===== src/rtl/hvac_ramp_ctrl.sv =====
`default_nettype none
// ============================================================================
//  Module      : hvac_ramp_ctrl
//  Description : Heater/cooler actuator sequencer. Accepts a target
//                (power level, heat/cool mode) over a valid/ready handshake
//                and walks the actuator toward it one power step at a time.
//                A mode reversal always ramps power to zero and holds a
//                dead time at zero before the new mode is applied.
//  Revision    : 1.0  initial release
// ----------------------------------------------------------------------------
//  Parameters
//    STEP_CYCLES  clock cycles per single power step (>=1)
//    DEAD_CYCLES  clock cycles held at zero power before a reversal (>=1)
//    MAX_POWER    highest allowed power level (<=15)
//
//  Ports
//    clk        in   system clock, rising edge
//    rst        in   asynchronous active-high reset
//    abort      in   cancel the running target (HVAC_ABORT_EN builds only)
//    req_valid  in   new target present
//    req_ready  out  block can accept a target (IDLE and not in reset)
//    req_power  in   target power level (clamped to MAX_POWER)
//    req_mode   in   target mode, heat=1 / cool=0
//    act_power  out  power currently applied to the actuator
//    act_mode   out  mode currently applied, heat=1 / cool=0
//    act_en     out  actuator enabled (act_power != 0)
//    busy       out  high in any state other than IDLE
//    done       out  one-cycle pulse when the target is reached
//    clip       out  one-cycle pulse when the accepted req_power was clamped
//
//  Build option
//    HVAC_ABORT_EN  when defined, adds the abort input. abort in a ramp
//                   retargets to zero power (keeping the present mode);
//                   abort in the dead time returns to IDLE at the next edge.
// ============================================================================
module hvac_ramp_ctrl #(
    parameter int STEP_CYCLES = 16,
    parameter int DEAD_CYCLES = 32,
    parameter int MAX_POWER   = 8
) (
    input  logic       clk,
    input  logic       rst,
`ifdef HVAC_ABORT_EN
    input  logic       abort,
`endif
    input  logic       req_valid,
    output logic       req_ready,
    input  logic [3:0] req_power,
    input  logic       req_mode,
    output logic [3:0] act_power,
    output logic       act_mode,
    output logic       act_en,
    output logic       busy,
    output logic       done,
    output logic       clip
);

    // ------------------------------------------------------------------
    // Constants
    // ------------------------------------------------------------------
    // One shared timer serves both the step interval and the dead time,
    // so it is sized for the longer of the two.
    localparam int c_TMR_MAX = (STEP_CYCLES > DEAD_CYCLES) ? STEP_CYCLES
                                                            : DEAD_CYCLES;
    localparam int c_TMR_W   = (c_TMR_MAX > 1) ? $clog2(c_TMR_MAX) : 1;

    localparam logic [c_TMR_W-1:0] c_STEP_LAST = c_TMR_W'(STEP_CYCLES - 1);
    localparam logic [c_TMR_W-1:0] c_DEAD_LAST = c_TMR_W'(DEAD_CYCLES - 1);
    localparam logic [c_TMR_W-1:0] c_TMR_ZERO  = '0;
    localparam logic [3:0]         c_MAX_PWR   = 4'(MAX_POWER);
    localparam logic [3:0]         c_PWR_ZERO  = 4'd0;
    localparam logic [3:0]         c_PWR_ONE   = 4'd1;

    localparam logic [1:0] c_ST_IDLE      = 2'd0;
    localparam logic [1:0] c_ST_RAMP_UP   = 2'd1;
    localparam logic [1:0] c_ST_RAMP_DOWN = 2'd2;
    localparam logic [1:0] c_ST_DEAD      = 2'd3;

    // ------------------------------------------------------------------
    // State
    // ------------------------------------------------------------------
    logic [1:0]         r_state;
    logic [c_TMR_W-1:0] r_tmr;
    logic [3:0]         r_act_power;
    logic               r_act_mode;
    logic [3:0]         r_tgt_power;
    logic               r_tgt_mode;
    logic               r_mode_pend;   // reversal in progress: ramp to 0, then DEAD
    logic               r_done;
    logic               r_clip;

    // ------------------------------------------------------------------
    // Combinational helpers
    // ------------------------------------------------------------------
    logic       w_req_clip;
    logic [3:0] w_req_pwr_sat;
    logic [3:0] w_pwr_inc;
    logic [3:0] w_pwr_dec;
    logic       w_step_tc;
    logic       w_dead_tc;
    logic       w_abort;

    assign w_req_clip    = (req_power > c_MAX_PWR);
    assign w_req_pwr_sat = w_req_clip ? c_MAX_PWR : req_power;
    assign w_pwr_inc     = r_act_power + c_PWR_ONE;
    assign w_pwr_dec     = r_act_power - c_PWR_ONE;
    assign w_step_tc     = (r_tmr == c_STEP_LAST);
    assign w_dead_tc     = (r_tmr == c_DEAD_LAST);

`ifdef HVAC_ABORT_EN
    assign w_abort = abort;
`else
    assign w_abort = 1'b0;
`endif

    // ------------------------------------------------------------------
    // Sequencer
    // ------------------------------------------------------------------
    always_ff @(posedge clk or posedge rst) begin
        if (rst) begin
            r_state     <= c_ST_IDLE;
            r_tmr       <= c_TMR_ZERO;
            r_act_power <= c_PWR_ZERO;
            r_act_mode  <= 1'b0;
            r_tgt_power <= c_PWR_ZERO;
            r_tgt_mode  <= 1'b0;
            r_mode_pend <= 1'b0;
            r_done      <= 1'b0;
            r_clip      <= 1'b0;
        end else begin
            // Status pulses are one cycle wide unless re-asserted below.
            r_done <= 1'b0;
            r_clip <= 1'b0;

            case (r_state)
                c_ST_IDLE: begin
                    // req_ready is simply "IDLE and out of reset", and reset
                    // is already known low here, so req_valid alone accepts.
                    if (req_valid) begin
                        r_tgt_power <= w_req_pwr_sat;
                        r_tgt_mode  <= req_mode;
                        r_clip      <= w_req_clip;
                        r_tmr       <= c_TMR_ZERO;
                        if (req_mode == r_act_mode) begin
                            r_mode_pend <= 1'b0;
                            if (w_req_pwr_sat == r_act_power) begin
                                // Already there: acknowledge without moving.
                                r_done <= 1'b1;
                            end else if (w_req_pwr_sat > r_act_power) begin
                                r_state <= c_ST_RAMP_UP;
                            end else begin
                                r_state <= c_ST_RAMP_DOWN;
                            end
                        end else begin
                            // Reversal: never switch mode while powered.
                            r_mode_pend <= 1'b1;
                            if (r_act_power != c_PWR_ZERO) begin
                                r_state <= c_ST_RAMP_DOWN;
                            end else begin
                                r_state <= c_ST_DEAD;
                            end
                        end
                    end
                end

                c_ST_RAMP_UP: begin
                    if (w_abort) begin
                        // Retarget to zero in the present mode; the step
                        // interval restarts from the abort edge.
                        r_tgt_power <= c_PWR_ZERO;
                        r_mode_pend <= 1'b0;
                        r_tmr       <= c_TMR_ZERO;
                        if (r_act_power == c_PWR_ZERO) begin
                            r_state <= c_ST_IDLE;
                            r_done  <= 1'b1;
                        end else begin
                            r_state <= c_ST_RAMP_DOWN;
                        end
                    end else if (w_step_tc) begin
                        r_tmr       <= c_TMR_ZERO;
                        r_act_power <= w_pwr_inc;
                        if (w_pwr_inc == r_tgt_power) begin
                            r_state <= c_ST_IDLE;
                            r_done  <= 1'b1;
                        end
                    end else begin
                        r_tmr <= r_tmr + 1'b1;
                    end
                end

                c_ST_RAMP_DOWN: begin
                    if (w_abort) begin
                        r_tgt_power <= c_PWR_ZERO;
                        r_mode_pend <= 1'b0;
                        r_tmr       <= c_TMR_ZERO;
                        if (r_act_power == c_PWR_ZERO) begin
                            r_state <= c_ST_IDLE;
                            r_done  <= 1'b1;
                        end
                    end else if (w_step_tc) begin
                        r_tmr       <= c_TMR_ZERO;
                        r_act_power <= w_pwr_dec;
                        if (r_mode_pend) begin
                            // During a reversal the final target is applied
                            // only after the dead time, so ramp all the way
                            // to zero regardless of r_tgt_power.
                            if (w_pwr_dec == c_PWR_ZERO) begin
                                r_state <= c_ST_DEAD;
                            end
                        end else if (w_pwr_dec == r_tgt_power) begin
                            r_state <= c_ST_IDLE;
                            r_done  <= 1'b1;
                        end
                    end else begin
                        r_tmr <= r_tmr + 1'b1;
                    end
                end

                c_ST_DEAD: begin
                    if (w_abort) begin
                        // Abandon the reversal; the old mode stays applied.
                        r_tgt_power <= c_PWR_ZERO;
                        r_mode_pend <= 1'b0;
                        r_tmr       <= c_TMR_ZERO;
                        r_state     <= c_ST_IDLE;
                        r_done      <= 1'b1;
                    end else if (w_dead_tc) begin
                        // The only place act_mode is ever changed.
                        r_act_mode  <= r_tgt_mode;
                        r_mode_pend <= 1'b0;
                        r_tmr       <= c_TMR_ZERO;
                        if (r_tgt_power == c_PWR_ZERO) begin
                            r_state <= c_ST_IDLE;
                            r_done  <= 1'b1;
                        end else begin
                            r_state <= c_ST_RAMP_UP;
                        end
                    end else begin
                        r_tmr <= r_tmr + 1'b1;
                    end
                end

                default: begin
                    r_state     <= c_ST_IDLE;
                    r_tmr       <= c_TMR_ZERO;
                    r_mode_pend <= 1'b0;
                end
            endcase
        end
    end

    // ------------------------------------------------------------------
    // Outputs
    // ------------------------------------------------------------------
    // req_ready is qualified by rst combinationally so that it drops the
    // instant reset is asserted, not just at the next clock.
    assign req_ready = (r_state == c_ST_IDLE) && !rst;
    assign act_power = r_act_power;
    assign act_mode  = r_act_mode;
    assign act_en    = (r_act_power != c_PWR_ZERO);
    assign busy      = (r_state != c_ST_IDLE);
    assign done      = r_done;
    assign clip      = r_clip;

endmodule

`default_nettype wire

===== config.mk =====
export PLATFORM = sky130hd
export DESIGN_NAME = hvac_ramp_ctrl
export DESIGN_NICKNAME = d
export VERILOG_FILES = /design/src/rtl/hvac_ramp_ctrl.sv
export SDC_FILE = /design/constraint.sdc
export NUM_CORES = 1
export LEC_CHECK = 0
export ABC_AREA = 1
export CAP_MARGIN = 15
export CORE_MARGIN = 3
export CORE_UTILIZATION = 59
export CTS_CLUSTER_SIZE = 12
export DETAILED_ROUTE_END_ITERATION = 8
export GPL_TIMING_DRIVEN = 0
export PLACE_DENSITY = 0.84
export SLEW_MARGIN = 25
export SYNTH_ARGS = -nofsm -noshare
export SYNTH_HDL_FRONTEND = slang
export SYNTH_SLANG_ARGS = --single-unit

===== constraint.sdc =====
create_clock -name clk -period 2.9 [get_ports clk]
set_input_delay 0.58 -clock clk [delete_from_list [all_inputs] [get_ports clk]]
set_output_delay 0.58 -clock clk [all_outputs]
set_load 0.05 [all_outputs]

==> results of run 1 <==
[final timing paths]
kind / endpoint
worst min-delay path: r_tmr[0]
worst min register to register: r_tmr[0]
max in group asynchronous: r_tmr[4]
worst max-delay path: req_ready
min in group asynchronous: r_tmr[1]
worst max register to register: r_state[1]
[placed cells by master, fill, tap and decap left out, drive strengths merged]
| master | synthesis | final |
|---|---|---|
| o22ai | 5 | 5 |
| o21ai | 12 | 12 |
| dfrtp | 20 | 20 |
| xnor2 | 3 | 3 |
| nand3 | 21 | 21 |
| or2 | 4 | 4 |
| o211ai | 1 | 1 |
| a21oi | 8 | 8 |
| o31ai | 1 | 1 |
| inv | 34 | 34 |
| nand4 | 2 | 2 |
| a31oi | 1 | 1 |
| ha | 16 | 16 |
| dlymetal6s2s | 0 | 1 |
| xor2 | 4 | 4 |
| mux2 | 1 | 1 |
| clkbuf | 1 | 5 |
| nand2 | 57 | 57 |
| buf | 1 | 1 |
| clkdlybuf4s50 | 0 | 16 |
| nor2 | 16 | 16 |
[stage by stage]
stage	hold slack (ps)	power, mW	cell area (µm²)	utilization, %
2_1_floorplan	445	1.44	1500	-
3_3_place_gp	460	1.70	1700	73.4
3_5_place_dp	495	1.77	1700	73.4
4_1_cts	514	1.94	1740	75.0
5_1_grt	546	2.12	1740	75.1
6_report	513	1.96	1740	75.1
[synthesized netlist by cell type]
| master | count |
|---|---|
| inv_1 | 32 |
| nor2_2 | 1 |
| nor2_1 | 15 |
| mux2_2 | 1 |
| nand3_1 | 20 |
| a21oi_2 | 1 |
| o31ai_1 | 1 |
| o21ai_1 | 2 |
| xnor2_1 | 3 |
| ha_1 | 16 |
| clkbuf_1 | 1 |
| dfrtp_1 | 20 |
| or2_2 | 3 |
| o22ai_1 | 5 |
| a21oi_1 | 7 |
| buf_4 | 1 |
| nand2_1 | 55 |
| nand2_2 | 2 |
| nand3_2 | 1 |
| o211ai_1 | 1 |
| xor2_1 | 4 |
| or2_1 | 1 |
| o21ai_0 | 10 |
| a31oi_1 | 1 |
| nand4_1 | 2 |
| inv_2 | 2 |
[logic make-up (layout without fill, tap and decap cells)]
logic type,count (synthesis),count (layout)
and+or+nand+nor,100,100
buffers and inverters,36,57
AOI/OAI and AO/OA,28,28
DFF,20,20
adders and majority gates,16,16
xor gates and xnor gates,7,7
muxes,1,1
[worst max-delay path: stages, from the launching register on]
cell,delay (ps)
dfrtp_1,440
inv_1,120
ha_1,250
inv_2,110
nor2_1,100
clkdlybuf4s50_1,800
[power groups by stage]
| stage | Clock (mW) | Sequential, mW | Combinational (mW) |
|---|---|---|---|
| floorplan | 0 | 0.576 | 0.862 |
| global placement | 0 | 0.492 | 1.21 |
| detailed placement | 0 | 0.501 | 1.27 |
| CTS | 0.171 | 0.495 | 1.28 |
| global route | 0.182 | 0.513 | 1.42 |
| finish | 0.171 | 0.497 | 1.29 |
[registers in the layout (all words and copies together) (netlist names)]
signal / flops
r_tgt_mode: 1
act_power: 4
r_state: 2
r_tgt_power: 4
done: 1
clip: 1
r_mode_pend: 1
act_mode: 1
r_tmr: 5
[routing by layer]
metal | vias up | share of wire [%]
li1 | 705 | -
met1 | 696 | 45
met2 | 40 | 49
met3 | 10 | 3.4
met4 | 0 | 2.0
met5 | - | 0
[layout make-up]
type                            instances  area [µm²]
Buffer                                  2        11.3
Clock buffer                            4        36.3
Fill cell                             177         577
Inverter                               34         128
Multi-Input combinational cell        152         858
Sequential cell                        20         500
Tap cell                               28        35.0
Timing Repair Buffer                   17         173
==> results.md, run 1 <==
- Status: finished, final reports clean
- Fin cells: 257
- Relative slew margins: between 40 and 50%
- M1 GR Usage: 30.2%
- Sink Count: 20
- Skew final: 3.05 ps
- Post-CTS Resized: 0
- Clock power frac: around 8.8%
- Core area: ~2300 µm²
- RePlAce Congestion: ~0.87
- CP required: 2320 ps
- Ant. Diodes: 0
- Layout cell share with drive strength beyond 1: 6.99%
- Post-DRT Antenna Nets: 0
- Met2 Usage GRT: 38.6%
- Sequential fraction of design power: roughly a quarter
- R2R depth: 10
- Yosys top cell by area: dfrtp_1
- Worst IR Drop VDD: 0.000763 V
- Final setup margin: roughly 180 ps
- Port Buffers: 17
- Simple-Gate Fraction of Synth Area: roughly 29%
- Comb pwr share: 65.9%
- WS Path Type: reg2out
- Drt first pass iters: 4
- Vias/cell: 5.65
- GRT Residual Overflow: 0
- First-pass GRT wire length: 5980 µm
- Cell count of the worst hold path: 1
- DR vias: 1,451
- Post-synth cell types: 26
- Io pins: 18
- Synth Cell Area: 1500 µm²
- Root Buffer: clkbuf_4
- Post-route DRC: 0
- Switching part of the total: 54.0%
- Mux contribution to synthesized area: 0.752%
- Reg clk slew, reported paths: 120 ps
- Total track usage: about 23%
- Syn_nets: between 200 and 250
- Vias in the first global route: 1,420
- Largest net degree at the start of global routing: 21
- F_max: around 370 MHz
- Area delta synth->final: 16.3%
- Max-cap violation count: 0
- Synth Area in Compound Gates: 10.4%
- GRT Max-Usage Layer: met2
- Die Y: 56.4 µm
- Fin Setup TNS: 0 ps
- Crit path capture type: primary output
- Final max-slew violation count: 0
- Hold crit path type: reg2reg
- Worst Path Arrival: about 2100 ps
- Initial Utilization: 64.6%
- Final #Nets: 254
- Antenna violations before repair: 0
- Post-synth top area share: 33.4%
- Inst Count DP: approximately 250
- Final wirelength: between 3000 and 4000 µm
- GR Util met3: 2.76%
- Final Cycle Share: 93.6%
- Ranking of synthesized cells by area: dfrtp_1 (33%), nand2_1 (14%), ha_1 (13%), inv_1 (8.0%), nand3_1 (6.7%)
- Yosys reg bits: 20
- Flop-to-flop setup slack: 890 ps
- PD cells: 1120 nW/µm²
- Clock buffer depth: 2
- Worst-path maximum fanout: 8
- Final min period: 2720 ps
- H-tree depth: 1
- Hold_sp: r_tmr[0]
- Avg Inst Size Synth: 7.20 µm²
- Total Die Area: 3180 µm²
- Register area share after synthesis: between 30 and 40%
- Post-cts hold buffer count: 0
- CTS tree: yes
- Routed len/inst: about 14 µm
- Internal power: 0.901 mW
- Element type at the critical path start: flop
- Worst Tran Pin Value: ~780 ps
- RSZ-0062 raised after global routing: no
- Sw power: 1.06 mW
- Worst skew pair latency: 310 ps
- Postcts setup bufs: 0
- Start point of the critical path: r_state[0]
- Core Rows: 17
- Post-synthesis xor/xnor area fraction: 4.09%
- Static leakage: 0.904 nW
- Worst R2R Start: act_power[0]
- Iteration-0 DRC Markers: 57
- Detailed placement HPWL: 2780 µm
- CTS Buf Count: 3
- Place WS: 362 ps
- Synth Area in Adders: 13.4%
- Endpoints failing hold: 0
- YS warnings: 0
- Syn Inst Count: 208
- Die W: 56.4 µm
- Final setup violation count: 0
- Largest family of logic cells by synthesized area: simple AND/OR/NAND/NOR gates
Note: power is estimated with default switching activity, not from simulation.
==> run 2, diff against run 1 <==
--- a/config.mk
+++ b/config.mk
@@ -12,6 +12,7 @@
 export CTS_CLUSTER_SIZE = 12
 export DETAILED_ROUTE_END_ITERATION = 8
 export GPL_TIMING_DRIVEN = 0
+export HOLD_SLACK_MARGIN = 0.05
 export PLACE_DENSITY = 0.84
 export SLEW_MARGIN = 25
 export SYNTH_ARGS = -nofsm -noshare
==> results of run 2 <==
No change in the layout: final DEF, timing and power equal those of run 1.
==> RTL change: new RTL, flow settings as in run 1 <==
Change the parameter `MAX_POWER` from 8 to 6.
--- a/src/rtl/hvac_ramp_ctrl.sv
+++ b/src/rtl/hvac_ramp_ctrl.sv
@@ -38,3 +38,3 @@
     parameter int DEAD_CYCLES = 32,
-    parameter int MAX_POWER   = 8
+    parameter int MAX_POWER   = 6
 ) (
Behaviour: not the same (Yosys sat finds a counterexample within 4 cycles, from zero or initial values and one cycle with rst high).
==> RTL change against run 1 <==
  * Sequential cell count did not move
  * Largest power group unchanged
  * Total power shrank 2.6%
  * Wire length grew 2.7%
  * Count of clock-buffer cells in the layout down 1
  * Final area up 0.86%
  * Synthesized area rose by 2.1%
  * Critical endpoint is now act_en
  * Worst setup slack got worse by 0.070 ns
  * Critical path type unchanged
  * Register-to-register slack worse by 0.03 ns
  * Clock skew shrank 0.00059 ns
==> RTL change: results <==
{
  "finClkSkew_ns": 0.00246,
  "io_buffers": 17,
  "crit_fanout": 9,
  "status": "finished clean",
  "first_global_vias": 1499,
  "ir_drop_mv": 0.780,
  "hpwlAfterDp_mm": 2.92,
  "wl_mm": 3.62,
  "finalInstanceArea_um2": 1760,
  "wl_per_cell_um": 14.0,
  "use_met1_pct": 28.8,
  "use_met3_pct": 3.45,
  "synth_commonest_cells": "62 x nand2_1, 27 x inv_1, 20 x dfrtp_1",
  "p_leak_uw": 0.000910,
  "slowest_stage": "clkdlybuf4s50_1",
  "post_dp_cell_area_um2": 1730,
  "nFillCells": 192,
  "gr-usage-all-layers_pct": 24.0,
  "detail_route.vias_per_cell": 5.62,
  "grt_pass1_wl_mm": 6.20,
  "synth_nets": 235,
  "nets": 257,
  "ys_types": 29,
  "met2_usage_pct": 43.4,
  "post-route-period-util_pct": 96.1,
  "synth_area_leaders": "dfrtp_1 33%, nand2_1 15%, ha_1 13%, inv_1 6.6%, nand3_1 6.2%",
  "path_clk_slew_ns": 0.12,
  "drt_iter0_markers": 72,
  "wirelength_met1_mm": 1.53,
  "post_cts_buffers": 0,
  "wl_met2_mm": 1.83,
  "ys_seq_area_share_pct": 32.7,
  "wl_met3_um": 239,
  "max_slew_margin_pct": 46.3,
  "pre_cts_ws_ns": 0.359,
  "worstSkewPairLatency_ns": 0.31,
  "drive_above_1_share_pct": 7.36,
  "synth_cells": 211,
  "critPathArrivalTime_ns": 2.21,
  "place_congestion": 0.873,
  "worstHoldPathCells": 2
}
RTL change: cell types whose count changed after synthesis, moves of 2 or more:
cell | before | now
o22ai_1 | 5 | 3
inv_1 | 32 | 27
o21ai_0 | 10 | 8
a21oi_1 | 7 | 4
nor2_1 | 15 | 13
o21ai_1 | 2 | 5
or2_1 | 1 | 3
nand2_1 | 55 | 62
RTL change: cell type report:
class	count	area [um^2]	share of cell area (%)
sequential	20	500	28.5
timing repair buffer	17	170	9.69
multi-input combinational	158	887	50.5
inverter	31	130	7.41
tap	28	35.0	1.99
buffer	2	11.3	0.641
clock buffer	3	22.5	1.28
RTL change: power by group:
| group | internal (uW) | switching, uW | total (uW) |
|---|---|---|---|
| Clock | 48.6 | 90.6 | 139 |
| Combinational | 461 | 827 | 1290 |
| Sequential | 370 | 110 | 480 |
RTL change: kinds of logic after synthesis:
| family | Yosys count | share of synthesized area [%] |
|---|---|---|
| flip-flops | 20 | 32.7 |
| AO/OA/AOI/OAI | 25 | 9.74 |
| adder cells (fa/ha/maj) | 16 | 13.1 |
| AND/OR/NAND/NOR | 109 | 30.9 |
| buffers and inverters | 33 | 9.25 |
| other | 1 | 0.245 |
| XOR/XNOR | 7 | 4.01 |
RTL change: worst paths after layout:
check / start / to / slack [ns]
hold / removal: r_tgt_mode$_DFFE_PP0P_ / r_tgt_mode$_DFFE_PP0P_ / 0.51
setup reg to reg: act_power[0]$_DFFE_PP0P_ / r_state[0]$_DFFE_PP0P_ / 0.86
hold reg to reg: r_tgt_mode$_DFFE_PP0P_ / r_tgt_mode$_DFFE_PP0P_ / 0.51
max in group asynchronous: rst / r_state[0]$_DFFE_PP0P_ / 1.65
min in group asynchronous: rst / r_tmr[2]$_DFFE_PP0P_ / 0.76
setup / recovery: act_power[0]$_DFFE_PP0P_ / act_en / 0.11
